[src/rtl/vga_board_adapter_pkg.sv]
// Shared types and helpers for the board I/O adapter.
// Holds the 2x2 ordered-dither table and colour quantiser.
package board_io_pkg;

    localparam int QW = 16;

    localparam logic [1:0] BAYER2X2 [2][2] = '{
        '{2'd0, 2'd2},
        '{2'd3, 2'd1}
    };

    typedef struct packed {
        logic hs;
        logic vs;
        logic de;
    } vctl_t;

    // Round up by one step when the residual beats the threshold, never wrapping.
    function automatic logic [QW-1:0] quantise(
        input logic [QW-1:0] q,
        input logic [QW-1:0] qmax,
        input logic [1:0]    r,
        input logic [1:0]    t,
        input logic          en
    );
        if (en && (r > t) && (q != qmax))
            return q + 16'd1;
        return q;
    endfunction

    function automatic logic sync_active(
        input logic lvl,
        input logic act_low
    );
        return lvl ^ act_low;
    endfunction

endpackage

[src/rtl/vga_board_adapter_if.sv]
// Video bundle between the game core and the board pins.
interface vga_board_adapter_if #(
    parameter int IN_BITS  = 8,
    parameter int OUT_BITS = 4
);
    logic                HSYNC_IN;
    logic                VSYNC_IN;
    logic                DE_IN;
    logic [IN_BITS-1:0]  RED_IN;
    logic [IN_BITS-1:0]  GREEN_IN;
    logic [IN_BITS-1:0]  BLUE_IN;
    logic                VGA_HS;
    logic                VGA_VS;
    logic [OUT_BITS-1:0] VGA_R;
    logic [OUT_BITS-1:0] VGA_G;
    logic [OUT_BITS-1:0] VGA_B;

    modport master (
        output HSYNC_IN, VSYNC_IN, DE_IN,
        output RED_IN, GREEN_IN, BLUE_IN,
        input  VGA_HS, VGA_VS,
        input  VGA_R, VGA_G, VGA_B
    );

    modport slave (
        input  HSYNC_IN, VSYNC_IN, DE_IN,
        input  RED_IN, GREEN_IN, BLUE_IN,
        output VGA_HS, VGA_VS,
        output VGA_R, VGA_G, VGA_B
    );

endinterface

[src/rtl/vga_board_adapter_btn.sv]
// One push-button channel: synchronise, polarity-fix, debounce,
// and strobe on an accepted press.
module btn_debounce #(
    parameter int DEBOUNCE_CYCLES = 250000,
    parameter bit BTN_ACTIVE_LOW  = 1
) (
    input  logic i_clk,
    input  logic i_rst_n,
    input  logic i_raw,
    output logic o_btn,
    output logic o_press
);
    localparam int CW = $clog2(DEBOUNCE_CYCLES);

    logic          r_sync1;
    logic          r_sync2;
    logic          r_btn;
    logic          r_press;
    logic [CW-1:0] r_cnt;
    logic          w_s;
    logic          w_acc;

    assign w_s   = r_sync2 ^ BTN_ACTIVE_LOW;
    assign w_acc = (w_s != r_btn) &&
                   (r_cnt == CW'(DEBOUNCE_CYCLES - 1));

    // Synchronisers park at the released level so reset never looks like a press.
    always_ff @(posedge i_clk or negedge i_rst_n) begin
        if (!i_rst_n) begin
            r_sync1 <= BTN_ACTIVE_LOW;
            r_sync2 <= BTN_ACTIVE_LOW;
            r_btn   <= 1'b0;
            r_press <= 1'b0;
            r_cnt   <= '0;
        end else begin
            r_sync1 <= i_raw;
            r_sync2 <= r_sync1;
            r_press <= w_acc & w_s;
            if (w_s == r_btn) begin
                r_cnt <= '0;
            end else if (w_acc) begin
                r_btn <= w_s;
                r_cnt <= '0;
            end else begin
                r_cnt <= r_cnt + 1'b1;
            end
        end
    end

    assign o_btn   = r_btn;
    assign o_press = r_press;

endmodule

[src/rtl/vga_board_adapter.sv]
// Board adapter: debounced buttons plus a 2-stage VGA pipe
// reducing core colour to the DAC width with ordered dither.
module vga_board_adapter
    import board_io_pkg::*;
#(
    parameter int N_BTN           = 2,
    parameter bit BTN_ACTIVE_LOW  = 1,
    parameter int DEBOUNCE_CYCLES = 250000,
    parameter int IN_BITS         = 8,
    parameter int OUT_BITS        = 4,
    parameter bit DITHER          = 1,
    parameter bit SYNC_ACTIVE_LOW = 1
) (
    input  logic             CLK_25MHZ,
    input  logic             RESET_N,
    input  logic [N_BTN-1:0] KEY_RAW,
    output logic [N_BTN-1:0] BTN,
    output logic [N_BTN-1:0] BTN_PRESS,
    vga_board_adapter_if.slave vid
);
    localparam int   RW      = IN_BITS - OUT_BITS;
    localparam logic S_IDLE  = SYNC_ACTIVE_LOW;

    vctl_t               r_s1_ctl;
    vctl_t               r_s2_ctl;
    logic [IN_BITS-1:0]  r_s1_col [3];
    logic [OUT_BITS-1:0] r_s2_col [3];
    logic [OUT_BITS-1:0] w_out    [3];
    logic                r_px;
    logic                r_py;
    logic                r_fr;
    logic [1:0]          w_t;
    logic                w_vs_edge;
    logic                w_de_fall;

    for (genvar i = 0; i < N_BTN; i++) begin : g_btn
        btn_debounce #(
            .DEBOUNCE_CYCLES (DEBOUNCE_CYCLES),
            .BTN_ACTIVE_LOW  (BTN_ACTIVE_LOW)
        ) u_db (
            .i_clk   (CLK_25MHZ),
            .i_rst_n (RESET_N),
            .i_raw   (KEY_RAW[i]),
            .o_btn   (BTN[i]),
            .o_press (BTN_PRESS[i])
        );
    end

    // Stage 2 holds the previous stage-1 controls, so edges come for free.
    assign w_vs_edge = sync_active(r_s1_ctl.vs, SYNC_ACTIVE_LOW) &&
                       !sync_active(r_s2_ctl.vs, SYNC_ACTIVE_LOW);
    assign w_de_fall = r_s2_ctl.de && !r_s1_ctl.de;
    assign w_t       = BAYER2X2[r_py][r_px ^ r_fr];

    for (genvar ch = 0; ch < 3; ch++) begin : g_ch
        logic [1:0] w_r;
        if (RW >= 2) begin : g_r2
            assign w_r = r_s1_col[ch][RW-1 -: 2];
        end else if (RW == 1) begin : g_r1
            assign w_r = {r_s1_col[ch][0], 1'b0};
        end else begin : g_r0
            assign w_r = 2'b00;
        end
        if (RW > 2) begin : g_lsb
            logic w_unused_lsb;
            assign w_unused_lsb = ^r_s1_col[ch][RW-3:0];
        end
        assign w_out[ch] = OUT_BITS'(quantise(
            QW'(r_s1_col[ch][IN_BITS-1 -: OUT_BITS]),
            QW'({OUT_BITS{1'b1}}),
            w_r, w_t, DITHER));
    end

    always_ff @(posedge CLK_25MHZ or negedge RESET_N) begin
        if (!RESET_N) begin
            r_s1_ctl <= '{hs: S_IDLE, vs: S_IDLE, de: 1'b0};
            r_s2_ctl <= '{hs: S_IDLE, vs: S_IDLE, de: 1'b0};
            for (int i = 0; i < 3; i++) begin
                r_s1_col[i] <= '0;
                r_s2_col[i] <= '0;
            end
        end else begin
            r_s1_ctl <= '{hs: vid.HSYNC_IN,
                          vs: vid.VSYNC_IN,
                          de: vid.DE_IN};
            r_s1_col[0] <= vid.RED_IN;
            r_s1_col[1] <= vid.GREEN_IN;
            r_s1_col[2] <= vid.BLUE_IN;
            r_s2_ctl <= r_s1_ctl;
            for (int i = 0; i < 3; i++)
                r_s2_col[i] <= r_s1_ctl.de ? w_out[i] : '0;
        end
    end

    always_ff @(posedge CLK_25MHZ or negedge RESET_N) begin
        if (!RESET_N) begin
            r_px <= 1'b0;
            r_py <= 1'b0;
            r_fr <= 1'b0;
        end else begin
            r_px <= r_s1_ctl.de ? ~r_px : 1'b0;
            if (w_vs_edge) begin
                r_py <= 1'b0;
                r_fr <= ~r_fr;
            end else if (w_de_fall) begin
                r_py <= ~r_py;
            end
        end
    end

    assign vid.VGA_HS = r_s2_ctl.hs;
    assign vid.VGA_VS = r_s2_ctl.vs;
    assign vid.VGA_R  = r_s2_col[0];
    assign vid.VGA_G  = r_s2_col[1];
    assign vid.VGA_B  = r_s2_col[2];

endmodule

[src/flat_wrapper.sv]
// flat-port wrapper written by rule: the top's interface ports become plain ports
module vga_board_adapter_flat import board_io_pkg::*;
#(
    parameter int N_BTN           = 2,
    parameter bit BTN_ACTIVE_LOW  = 1,
    parameter int DEBOUNCE_CYCLES = 250000,
    parameter int IN_BITS         = 8,
    parameter int OUT_BITS        = 4,
    parameter bit DITHER          = 1,
    parameter bit SYNC_ACTIVE_LOW = 1
)
  (CLK_25MHZ, RESET_N, KEY_RAW, BTN, BTN_PRESS, vid_HSYNC_IN, vid_VSYNC_IN, vid_DE_IN, vid_RED_IN, vid_GREEN_IN, vid_BLUE_IN, vid_VGA_HS, vid_VGA_VS, vid_VGA_R, vid_VGA_G, vid_VGA_B);
  vga_board_adapter_if #(.IN_BITS(IN_BITS), .OUT_BITS(OUT_BITS)) vid_i ();
  input  logic CLK_25MHZ;
  input  logic RESET_N;
  input  logic [N_BTN-1:0] KEY_RAW;
  output logic [N_BTN-1:0] BTN;
  output logic [N_BTN-1:0] BTN_PRESS;
  input wire logic [$bits(vid_i.HSYNC_IN)-1:0] vid_HSYNC_IN;
  input wire logic [$bits(vid_i.VSYNC_IN)-1:0] vid_VSYNC_IN;
  input wire logic [$bits(vid_i.DE_IN)-1:0] vid_DE_IN;
  input wire logic [$bits(vid_i.RED_IN)-1:0] vid_RED_IN;
  input wire logic [$bits(vid_i.GREEN_IN)-1:0] vid_GREEN_IN;
  input wire logic [$bits(vid_i.BLUE_IN)-1:0] vid_BLUE_IN;
  output wire logic [$bits(vid_i.VGA_HS)-1:0] vid_VGA_HS;
  output wire logic [$bits(vid_i.VGA_VS)-1:0] vid_VGA_VS;
  output wire logic [$bits(vid_i.VGA_R)-1:0] vid_VGA_R;
  output wire logic [$bits(vid_i.VGA_G)-1:0] vid_VGA_G;
  output wire logic [$bits(vid_i.VGA_B)-1:0] vid_VGA_B;
  assign vid_i.HSYNC_IN = vid_HSYNC_IN;
  assign vid_i.VSYNC_IN = vid_VSYNC_IN;
  assign vid_i.DE_IN = vid_DE_IN;
  assign vid_i.RED_IN = vid_RED_IN;
  assign vid_i.GREEN_IN = vid_GREEN_IN;
  assign vid_i.BLUE_IN = vid_BLUE_IN;
  assign vid_VGA_HS = vid_i.VGA_HS;
  assign vid_VGA_VS = vid_i.VGA_VS;
  assign vid_VGA_R = vid_i.VGA_R;
  assign vid_VGA_G = vid_i.VGA_G;
  assign vid_VGA_B = vid_i.VGA_B;
  vga_board_adapter #(.N_BTN(N_BTN), .BTN_ACTIVE_LOW(BTN_ACTIVE_LOW), .DEBOUNCE_CYCLES(DEBOUNCE_CYCLES), .IN_BITS(IN_BITS), .OUT_BITS(OUT_BITS), .DITHER(DITHER), .SYNC_ACTIVE_LOW(SYNC_ACTIVE_LOW)) u_core (.CLK_25MHZ(CLK_25MHZ), .RESET_N(RESET_N), .KEY_RAW(KEY_RAW), .BTN(BTN), .BTN_PRESS(BTN_PRESS), .vid(vid_i));
endmodule
[config.mk]
export PLATFORM = sky130hd
export DESIGN_NAME = vga_board_adapter_flat
export DESIGN_NICKNAME = d
export VERILOG_FILES = /design/src/rtl/vga_board_adapter_pkg.sv /design/src/rtl/vga_board_adapter_if.sv /design/src/rtl/vga_board_adapter_btn.sv /design/src/rtl/vga_board_adapter.sv /design/src/flat_wrapper.sv
export SDC_FILE = /design/constraint.sdc
export NUM_CORES = 1
export LEC_CHECK = 0
export BUFFER_PORTS_ARGS = -buffer_cell sky130_fd_sc_hd__buf_2
export CAP_MARGIN = 20
export CORE_MARGIN = 8
export CORE_UTILIZATION = 50
export CTS_BUF_LIST = sky130_fd_sc_hd__clkbuf_8 sky130_fd_sc_hd__clkbuf_16
export DETAILED_ROUTE_END_ITERATION = 8
export PLACE_DENSITY = 0.74
export SLEW_MARGIN = 30
export SYNTH_ARGS = -nofsm -noshare
export SYNTH_HDL_FRONTEND = slang
export SYNTH_SLANG_ARGS = --single-unit
[constraint.sdc]
create_clock -name CLK_25MHZ -period 1.78 [get_ports CLK_25MHZ]
set_input_delay 0.356 -clock CLK_25MHZ [delete_from_list [all_inputs] [get_ports CLK_25MHZ]]
set_output_delay 0.356 -clock CLK_25MHZ [all_outputs]
set_load 0.02 [all_outputs]
==> flow_summary.yaml, run 1 <==
place:
  gp_congestion: 0.829
  place_ws_ns: -0.296
  portBuffers: 42
  dp_hpwl_um: 4980
logic_synthesis:
  ys_warn_count: 0
  synth_seq_cells: 83
  synth-main-ff-cell: "dfrtp_1"
  synth_area_mm2: 0.00361
  async_flop_share: 1.00
  synth_nets: 351
  syn-instance-count: 309
  synth_edf_count: 0
  synth.distinct_cells: 36
  avgSynthCellArea_um2: 11.7
  yosysSeqAreaShare: 0.578
run_status:
  violations: "setup timing"
  status: "complete, but fails checks"
grt:
  grt_pass1_wl_um: 12000
  grt_remaining_overflow: 0
  track_usage: 0.147
  grt_max_degree: 37
  antenna_found_initial: 0
  grt_pass1_vias: 2569
die:
  core_area_mm2: 0.00714
  die_w_um: 101
  start_util: 0.506
  ioPinCount: 49
  dieHeight_um: 101
  die_area_mm2: 0.0102
  rows: 31
clock_network:
  htreeDepth: 3
  numCtsBuffers: 9
  clk_latency_ns: 0.34
  cts_tree: "yes"
  clockBufferDepth: 2
  root_buffer: "clkbuf_8"
  cts.sinks: 83
  path_clk_slew_ns: 0.08
route:
  remaining_drc_errors: 0
  dr.pass1.iters: 4
  drtIter0Drc: 119
  wl_per_cell_um: 14.0
  antenna_left: 0
  vias: 2509
  wl_um: 6830
  routed_via_density: 5.14
power:
  p_leak_nw: 1.98
  power_density_mw_per_mm2: 1000
  vdd_drop_max_mv: 0.632
timing:
  worst_hold_slack_ns: 0.101
  fin_crit_ns: 2.01
  finalSetupViolCount: 11
  tightest_slew_ns: 0.418
  slew_headroom: 0.721
  setup_ws_ns: -0.230
  fin_crit_sh: 1.13
  slew_viol_final: 0
  rsz0062_at_grt: "yes"
  finalHoldViolCount: 0
  finClkSkew_ns: 0.00429
  fmax_ghz: 0.498
worst_setup_path:
  cp_data_arrival_time_ns: 2.25
  crit_required_ns: 2.02
  cp_max_fo: 4
  reg2regPathDepth: 7
  worstSetupEndpointType: "flip-flop"
  path_class: "flip-flop to flip-flop"
  start_kind: "flip-flop"
final_layout:
  area_delta_synth_final_pct: 22.6
  n_antenna_cell: 0
  drive_gt1_frac: 0.303
  finalNetCount: 426
worst_hold_path:
  hp-class: "primary input to flip-flop"
  whs_path_depth: 1
flow_run:
  drv_cap: 0
-- metrics by stage --
stage          utilization  power [mW]  instance area, um2  std cells  TNS [ns]
6_report             0.620        4.43                4420        488     -1.73
5_1_grt              0.620        4.68                4420        488     -2.82
3_3_place_gp         0.577        3.02                4120        468     -2.08
3_5_place_dp         0.577        3.07                4120        468     -2.44
2_1_floorplan            -        2.77                3630        309    -0.941
4_1_cts              0.610        4.45                4350        486     -1.46
-- path summary, 6_finish.rpt --
kind / startpoint / to / slack, ns
hold reg to reg: u_core.g_btn[1].u_db.r_sync1 / u_core.g_btn[1].u_db.r_sync2 / 0.36
hold / removal: KEY_RAW[0] / u_core.g_btn[0].u_db.r_sync1 / 0.10
setup reg to reg: u_core.r_px / u_core.vid.VGA_B[1] / -0.23
setup / recovery: u_core.r_px / u_core.vid.VGA_B[1] / -0.23
max in group asynchronous: RESET_N / u_core.g_btn[0].u_db.r_sync1 / 0.67
min in group asynchronous: RESET_N / u_core.vid.VGA_G[3] / 0.46
-- area by class of cell --
| type | instances | area [um2] |
|---|---|---|
| Inverter | 9 | 33.8 |
| Tap cell | 99 | 124 |
| Clock inverter | 7 | 76.3 |
| Multi-Input combinational cell | 208 | 1510 |
| Timing Repair Buffer | 73 | 468 |
| Clock buffer | 9 | 124 |
| Fill cell | 569 | 2710 |
| Sequential cell | 83 | 2090 |
-- what timing repair did --
action / CTS / global route
setup endpoints to repair: 13 / 20
hold buffers: 1 / 0
pin swaps: 5 / 9
endpoints found under the hold margin: 23 / 0
resized for setup: 4 / 11
buffers inserted: 1 / 2
-- synthesized netlist by cell type (6+ instances only) --
master / n / area [um2]
xor2_1: 6 / 52.6
dfstp_2: 8 / 210
and2_1: 6 / 37.5
nor2_1: 37 / 139
inv_1: 9 / 33.8
nor2b_1: 8 / 50.1
nand2_1: 15 / 56.3
ha_1: 11 / 138
xnor2_1: 35 / 307
nand4_1: 8 / 50.1
nand3_1: 17 / 85.1
nor3_1: 8 / 40.0
dfrtp_1: 75 / 1880
nor4_1: 12 / 75.1
-- metal layers --
metal | vias up | global-route usage | part of all wire
met5 | - | 0 | 0
met4 | 0 | 0.0630 | 0.011
met3 | 8 | 0.0338 | 0.036
met2 | 41 | 0.244 | 0.52
met1 | 1235 | 0.180 | 0.44
li1 | 1225 | - | -
-- registers in the layout (all words and copies together) (netlist names) --
register,count
u_core.vid.VGA_G,4
u_core.g_btn.u_db.r_sync1,2
u_core.r_py,1
u_core.g_btn.u_db.o_press,2
u_core.g_btn.u_db.o_btn,2
u_core.vid.VGA_VS,1
u_core.vid.VGA_R,4
u_core.g_btn.u_db.r_sync2,2
u_core.r_s1_ctl,3
u_core.g_btn.u_db.r_cnt,36
u_core.r_s1_col,12
u_core.r_fr,1
u_core.r_px,1
u_core.r_s2_ctl,1
u_core.vid.VGA_B,4
u_core.g_ch.w_r,6
u_core.vid.VGA_HS,1
-- cell families (layout without fill, tap and decap cells) --
kind of cell	Yosys count	after routing	share of synthesized area
AOI/OAI and AO/OA	21	21	0.0464
muxes	5	5	0.0139
DFF	83	83	0.578
and+or+nand+nor	130	130	0.196
buffers and inverters	18	98	0.0281
xor gates and xnor gates	41	41	0.0995
adders and majority gates	11	11	0.0381
-- worst max-delay path, cell delays in order, from the launching register on --
cell,delay (ns)
dfrtp_1,0.42
xor2_2,0.19
xnor2_2,0.19
ha_1,0.29
nor2b_4,0.14
o211ai_1,0.35
mux2i_1,0.26
nor2b_1,0.06
-- power by group --
| part | leakage (nW) | switching, mW | internal, mW | total [mW] |
|---|---|---|---|---|
| clock network | 0.102 | 0.676 | 0.657 | 1.33 |
| logic | 0.821 | 0.515 | 0.485 | 1.00 |
| registers | 1.06 | 0.0757 | 2.02 | 2.10 |
| total | 1.98 | 1.27 | 3.17 | 4.43 |
-- cells in the final DEF, fill, tap and decap left out, drive strengths merged, types with 4 or more instances in the layout --
cell	n
xnor2	35
inv	12
nor4	12
clkbuf	9
nand4	10
and2	6
dfstp	8
nor2b	8
nand3	18
mux2i	5
buf	72
nand2	15
or3	5
a21oi	4
dfrtp	75
ha	11
nor3	8
or4	4
nor2	37
xor2	6
o21ai	5
No activity file was read; power rests on OpenSTA's default activity.
==> inputs of run 2 (changes only) <==
RECOVER_POWER = 100   (was not set)
==> flow_summary.yaml, run 2 (synthesis results as in run 1) <==
route:
  met1_length_um: 3030
  antenna_left: 0
  wl_met2_um: 3490
  routed-wl-met3_um: 214
  drtIter0Drc: 120
  wl_per_cell_um: 14.0
  routed_via_density: 5.15
  routed.top_layer: "met4"
  vias: 2513
  dr.pass1.iters: 4
  remaining_drc_errors: 0
  wl_um: 6840
grt:
  track_usage: 0.147
  grt_pass1_wl_um: 12000
  grt_remaining_overflow: 0
  grt_pass1_vias: 2569
  antenna_found_initial: 0
  grt_max_degree: 37
clock_network:
  cts_tree: "yes"
  root_buffer: "clkbuf_8"
  clk_latency_ns: 0.35
  htreeDepth: 3
  clockBufferDepth: 2
  numCtsBuffers: 9
  path_clk_slew_ns: 0.08
  cts.sinks: 83
timing:
  finalSetupViolCount: 12
  fin_crit_sh: 1.13
  rsz0062_at_grt: "yes"
  fin_tns_setup_ns: -1.70
  slew_viol_final: 0
  finClkSkew_ns: 0.00574
  tightest_slew_ns: 0.702
  setup_ws_ns: -0.223
  finalHoldViolCount: 0
  fin_crit_ns: 2.00
  slew_headroom: 0.532
  fmax_ghz: 0.499
place:
  gp_congestion: 0.829
  place_ws_ns: -0.296
  portBuffers: 42
  dpl_cell_area_mm2: 0.00412
  dp_hpwl_um: 4980
power:
  vdd_drop_max_mv: 0.630
  p_leak_nw: 1.90
  power_density_mw_per_mm2: 1010
final_layout:
  multi_input_area_mm2: 0.00150
  layout_common_cells: "74 x dfrtp_1, 37 x nor2_1, 34 x xnor2_1"
  n_antenna_cell: 0
  area_delta_synth_final_pct: 20.8
  largest_reg_flops: 36
  finalNetCount: 426
  seqCellArea_mm2: 0.00209
  drive_gt1_frac: 0.252
  n_fill_cell: 591
  fin_util: 0.611
  largest_register: "u_core.g_btn.u_db.r_cnt"
  design_area_mm2: 0.00436
  final_common_cell: "dfrtp_1"
worst_setup_path:
  start_kind: "flip-flop"
  crit_slowest_cell: "dfrtp_1"
  crit_required_ns: 2.02
  cp_data_arrival_time_ns: 2.25
  max_stage_delay_ns: 0.42
  path_class: "flip-flop to flip-flop"
  crit_chain: "xor2_2 > xnor2_2 > ha_1 > nor2b_4 > o211ai_1 > mux2i_1 > nor2b_1"
  cp_max_fo: 4
  worstSetupEndpointType: "flip-flop"
worst_hold_path:
  hp-class: "primary input to flip-flop"
run_status:
  violations: "setup timing"
  status: "complete, but fails checks"
die:
  start_util: 0.506
  die_area_mm2: 0.0102
  rows: 31
  core_area_mm2: 0.00714
  die_w_um: 101
  ioPinCount: 49
  dieHeight_um: 101
flow_run:
  drv_cap: 0
## run 2: cell count changes in the layout (fill, tap and decap cells not counted), moves of 5 or more
cell      change
clkbuf_1     +18
buf_2        -16
buf_4         -7
clkbuf_2      +5
## run 2: path summary, 6_finish.rpt
kind,start,to,slack (ns),cells past startpoint
max in group asynchronous,RESET_N,u_core.g_btn[0].u_db.r_cnt[6],0.18,3
max reg2reg,u_core.r_px,u_core.vid.VGA_B[1],-0.22,7
max,u_core.r_px,u_core.vid.VGA_B[1],-0.22,7
min in group asynchronous,RESET_N,u_core.vid.VGA_G[2],0.58,2
min,KEY_RAW[0],u_core.g_btn[0].u_db.r_sync1,0.1,1
min reg2reg,u_core.g_btn[1].u_db.r_sync1,u_core.g_btn[1].u_db.r_sync2,0.36,0
## run 2: layer usage
metal / global-route usage / up-vias
li1: - / 1224
met1: 0.180 / 1241
met2: 0.244 / 37
met3: 0.0338 / 11
met4: 0.0630 / 0
met5: 0 / -
## run 2: area by class of cell
| cell class | count | area share |
|---|---|---|
| multi-input combinational | 208 | 0.344 |
| timing repair buffer | 73 | 0.0953 |
| clock inverter | 7 | 0.0175 |
| clock buffer | 9 | 0.0284 |
| sequential | 83 | 0.479 |
| inverter | 9 | 0.00775 |
| tap | 99 | 0.0284 |
## run 2: what timing repair did
item                                    in CTS  in global routing
pin swaps                                    5                  9
endpoints found under the hold margin       23                  0
hold buffers                                 1                  0
setup buffers                                1                  2
endpoints found under the setup margin      13                 20
cloned                                       0                  0
gates resized for setup                      4                 11
## run 2: metrics by stage
step	total power, mW	cells	hold slack [ns]
detailed placement	3.07	468	0.301
global placement	3.02	468	0.289
CTS	4.45	486	0.0737
floorplan	2.77	309	0.0604
finish	4.41	488	0.0961
global route	4.66	488	0.0684
## run 2: power by group
group	total [mW]	internal [mW]	leakage [nW]	switching, mW
logic	0.971	0.456	0.739	0.515
registers	2.10	2.02	1.06	0.0779
clock network	1.34	0.657	0.102	0.681
total	4.41	3.14	1.90	1.27
## run 2: worst max-delay path, delay by kind of cell, from the launching register on
kind	cells	cell delay [ns]
and+or+nand+nor	2	0.20
DFF	1	0.42
xor gates and xnor gates	2	0.38
adders and majority gates	1	0.28
AOI/OAI and AO/OA	1	0.35
muxes	1	0.26
==> inputs of run 3 (changes only) <==
CELL_PAD_IN_SITES_DETAIL_PLACEMENT = 0   (was not set)
CELL_PAD_IN_SITES_GLOBAL_PLACEMENT = 1   (was not set)
CORE_UTILIZATION = 25   (was 50)
PLACE_DENSITY = not set   (was 0.74)
PLACE_DENSITY_LB_ADDON = 0.1   (was not set)
==> flow_summary.yaml, run 3 (synthesis results as in run 1) <==
run_status:
  status: "complete, but fails checks"
  violations: "setup timing"
timing:
  setup_ws_ns: -0.255
  fin_crit_sh: 1.14
  slew_headroom: 0.609
  rsz0062_at_grt: "yes"
  fin_crit_ns: 2.03
  slew_viol_final: 0
  finalHoldViolCount: 0
  finalSetupViolCount: 12
  fin_tns_setup_ns: -2.03
  fmax_ghz: 0.491
  finClkSkew_ns: 0.00651
  tightest_slew_ns: 0.587
route:
  dr.pass1.iters: 4
  wl_um: 8200
  met1_length_um: 3860
  antenna_left: 0
  wl_met2_um: 3900
  vias: 2513
  drtIter0Drc: 130
  routed.top_layer: "met4"
  remaining_drc_errors: 0
  routed-wl-met3_um: 320
  routed_via_density: 4.30
  wl_per_cell_um: 14.0
grt:
  grt_pass1_wl_um: 13600
  track_usage: 0.0965
  grt_max_degree: 29
  grt_remaining_overflow: 0
  antenna_found_initial: 0
  grt_pass1_vias: 2555
worst_setup_path:
  start_kind: "flip-flop"
  crit_required_ns: 2.01
  worstSetupEndpointType: "flip-flop"
  cp_data_arrival_time_ns: 2.26
  path_class: "flip-flop to flip-flop"
  cp_max_fo: 4
worst_hold_path:
  hp-class: "primary input to flip-flop"
die:
  die_area_mm2: 0.0185
  ioPinCount: 49
  start_util: 0.252
  core_area_mm2: 0.0143
  dieHeight_um: 136
  rows: 44
  die_w_um: 136
power:
  p_leak_nw: 2.00
  power_density_mw_per_mm2: 1050
  vdd_drop_max_mv: 0.581
  power.total_mw: 4.91
final_layout:
  largest_reg_flops: 36
  finalNetCount: 438
  final_common_cell: "dfrtp_1"
  n_antenna_cell: 0
  layout_common_cells: "74 x dfrtp_1, 37 x nor2_1, 34 x xnor2_1"
  drive_gt1_frac: 0.292
  fin_util: 0.328
  area_delta_synth_final_pct: 30.2
  largest_register: "u_core.g_btn.u_db.r_cnt"
clock_network:
  path_clk_slew_ns: 0.06
  numCtsBuffers: 9
  htreeDepth: 3
  clockBufferDepth: 2
  cts_tree: "yes"
  root_buffer: "clkbuf_16"
  clk_latency_ns: 0.34
  cts.sinks: 83
place:
  gp_congestion: 0.719
  portBuffers: 42
  dp_hpwl_um: 5920
flow_run:
  drv_cap: 0
-- run 3: worst paths after layout --
| path | slack (ns) | end | cells past startpoint | startpoint |
|---|---|---|---|---|
| worst max-delay path | -0.25 | u_core.vid.VGA_B[1] | 8 | u_core.r_py |
| worst min-delay path | 0.11 | u_core.r_s1_ctl[1] | 1 | vid_VSYNC_IN |
| worst max register to register | -0.25 | u_core.vid.VGA_B[1] | 8 | u_core.r_py |
| worst min register to register | 0.35 | u_core.g_btn[1].u_db.r_sync2 | 0 | u_core.g_btn[1].u_db.r_sync1 |
| max in group asynchronous | 0.33 | u_core.g_btn[0].u_db.r_cnt[14] | 3 | RESET_N |
| min in group asynchronous | 0.54 | u_core.g_btn[1].u_db.r_cnt[17] | 2 | RESET_N |
-- run 3: area by class of cell --
| type | count | area [um2] |
|---|---|---|
| repair buffers | 85 | 509 |
| flip-flops and latches | 83 | 2090 |
| multi-input cells | 208 | 1560 |
| fillers | 1483 | 9610 |
| clock inverters | 7 | 53.8 |
| well taps | 184 | 230 |
| clock buffers | 9 | 225 |
| inverters | 9 | 33.8 |
-- run 3: stage by stage --
step	setup slack (ns)	instance area, um2	instances	hold slack (ns)
3_3_place_gp	-0.346	4280	560	0.281
6_report	-0.255	4700	585	0.105
3_5_place_dp	-0.377	4280	560	0.284
4_1_cts	-0.258	4620	578	0.0877
5_1_grt	-0.393	4700	585	0.0836
2_1_floorplan	-0.138	3630	309	0.0604
-- run 3: where the power goes --
group	internal (mW)	switching [mW]
Clock	0.951	0.804
Sequential	2.03	0.0745
Combinational	0.517	0.542
-- run 3: critical path: stages, from the launching register on --
cell and delay [ns]:
dfrtp_1 0.41, xor2_2 0.20, xnor2_2 0.20, buf_6 0.15
ha_4 0.19, nor2b_4 0.12, o211ai_1 0.34, mux2i_1 0.25
nor2b_1 0.07
-- run 3: routing by layer --
layer	GRT usage	vias up
li1	-	1246
met1	0.121	1229
met2	0.146	30
met3	0.0392	8
met4	0.0366	0
met5	0	-
-- run 3: what timing repair did --
item,in CTS,in global routing
setup endpoints to repair,32,24
buffers inserted,1,7
endpoints found under the hold margin,17,0
hold buffers,1,0
resized for setup,10,18
pin swaps,5,16
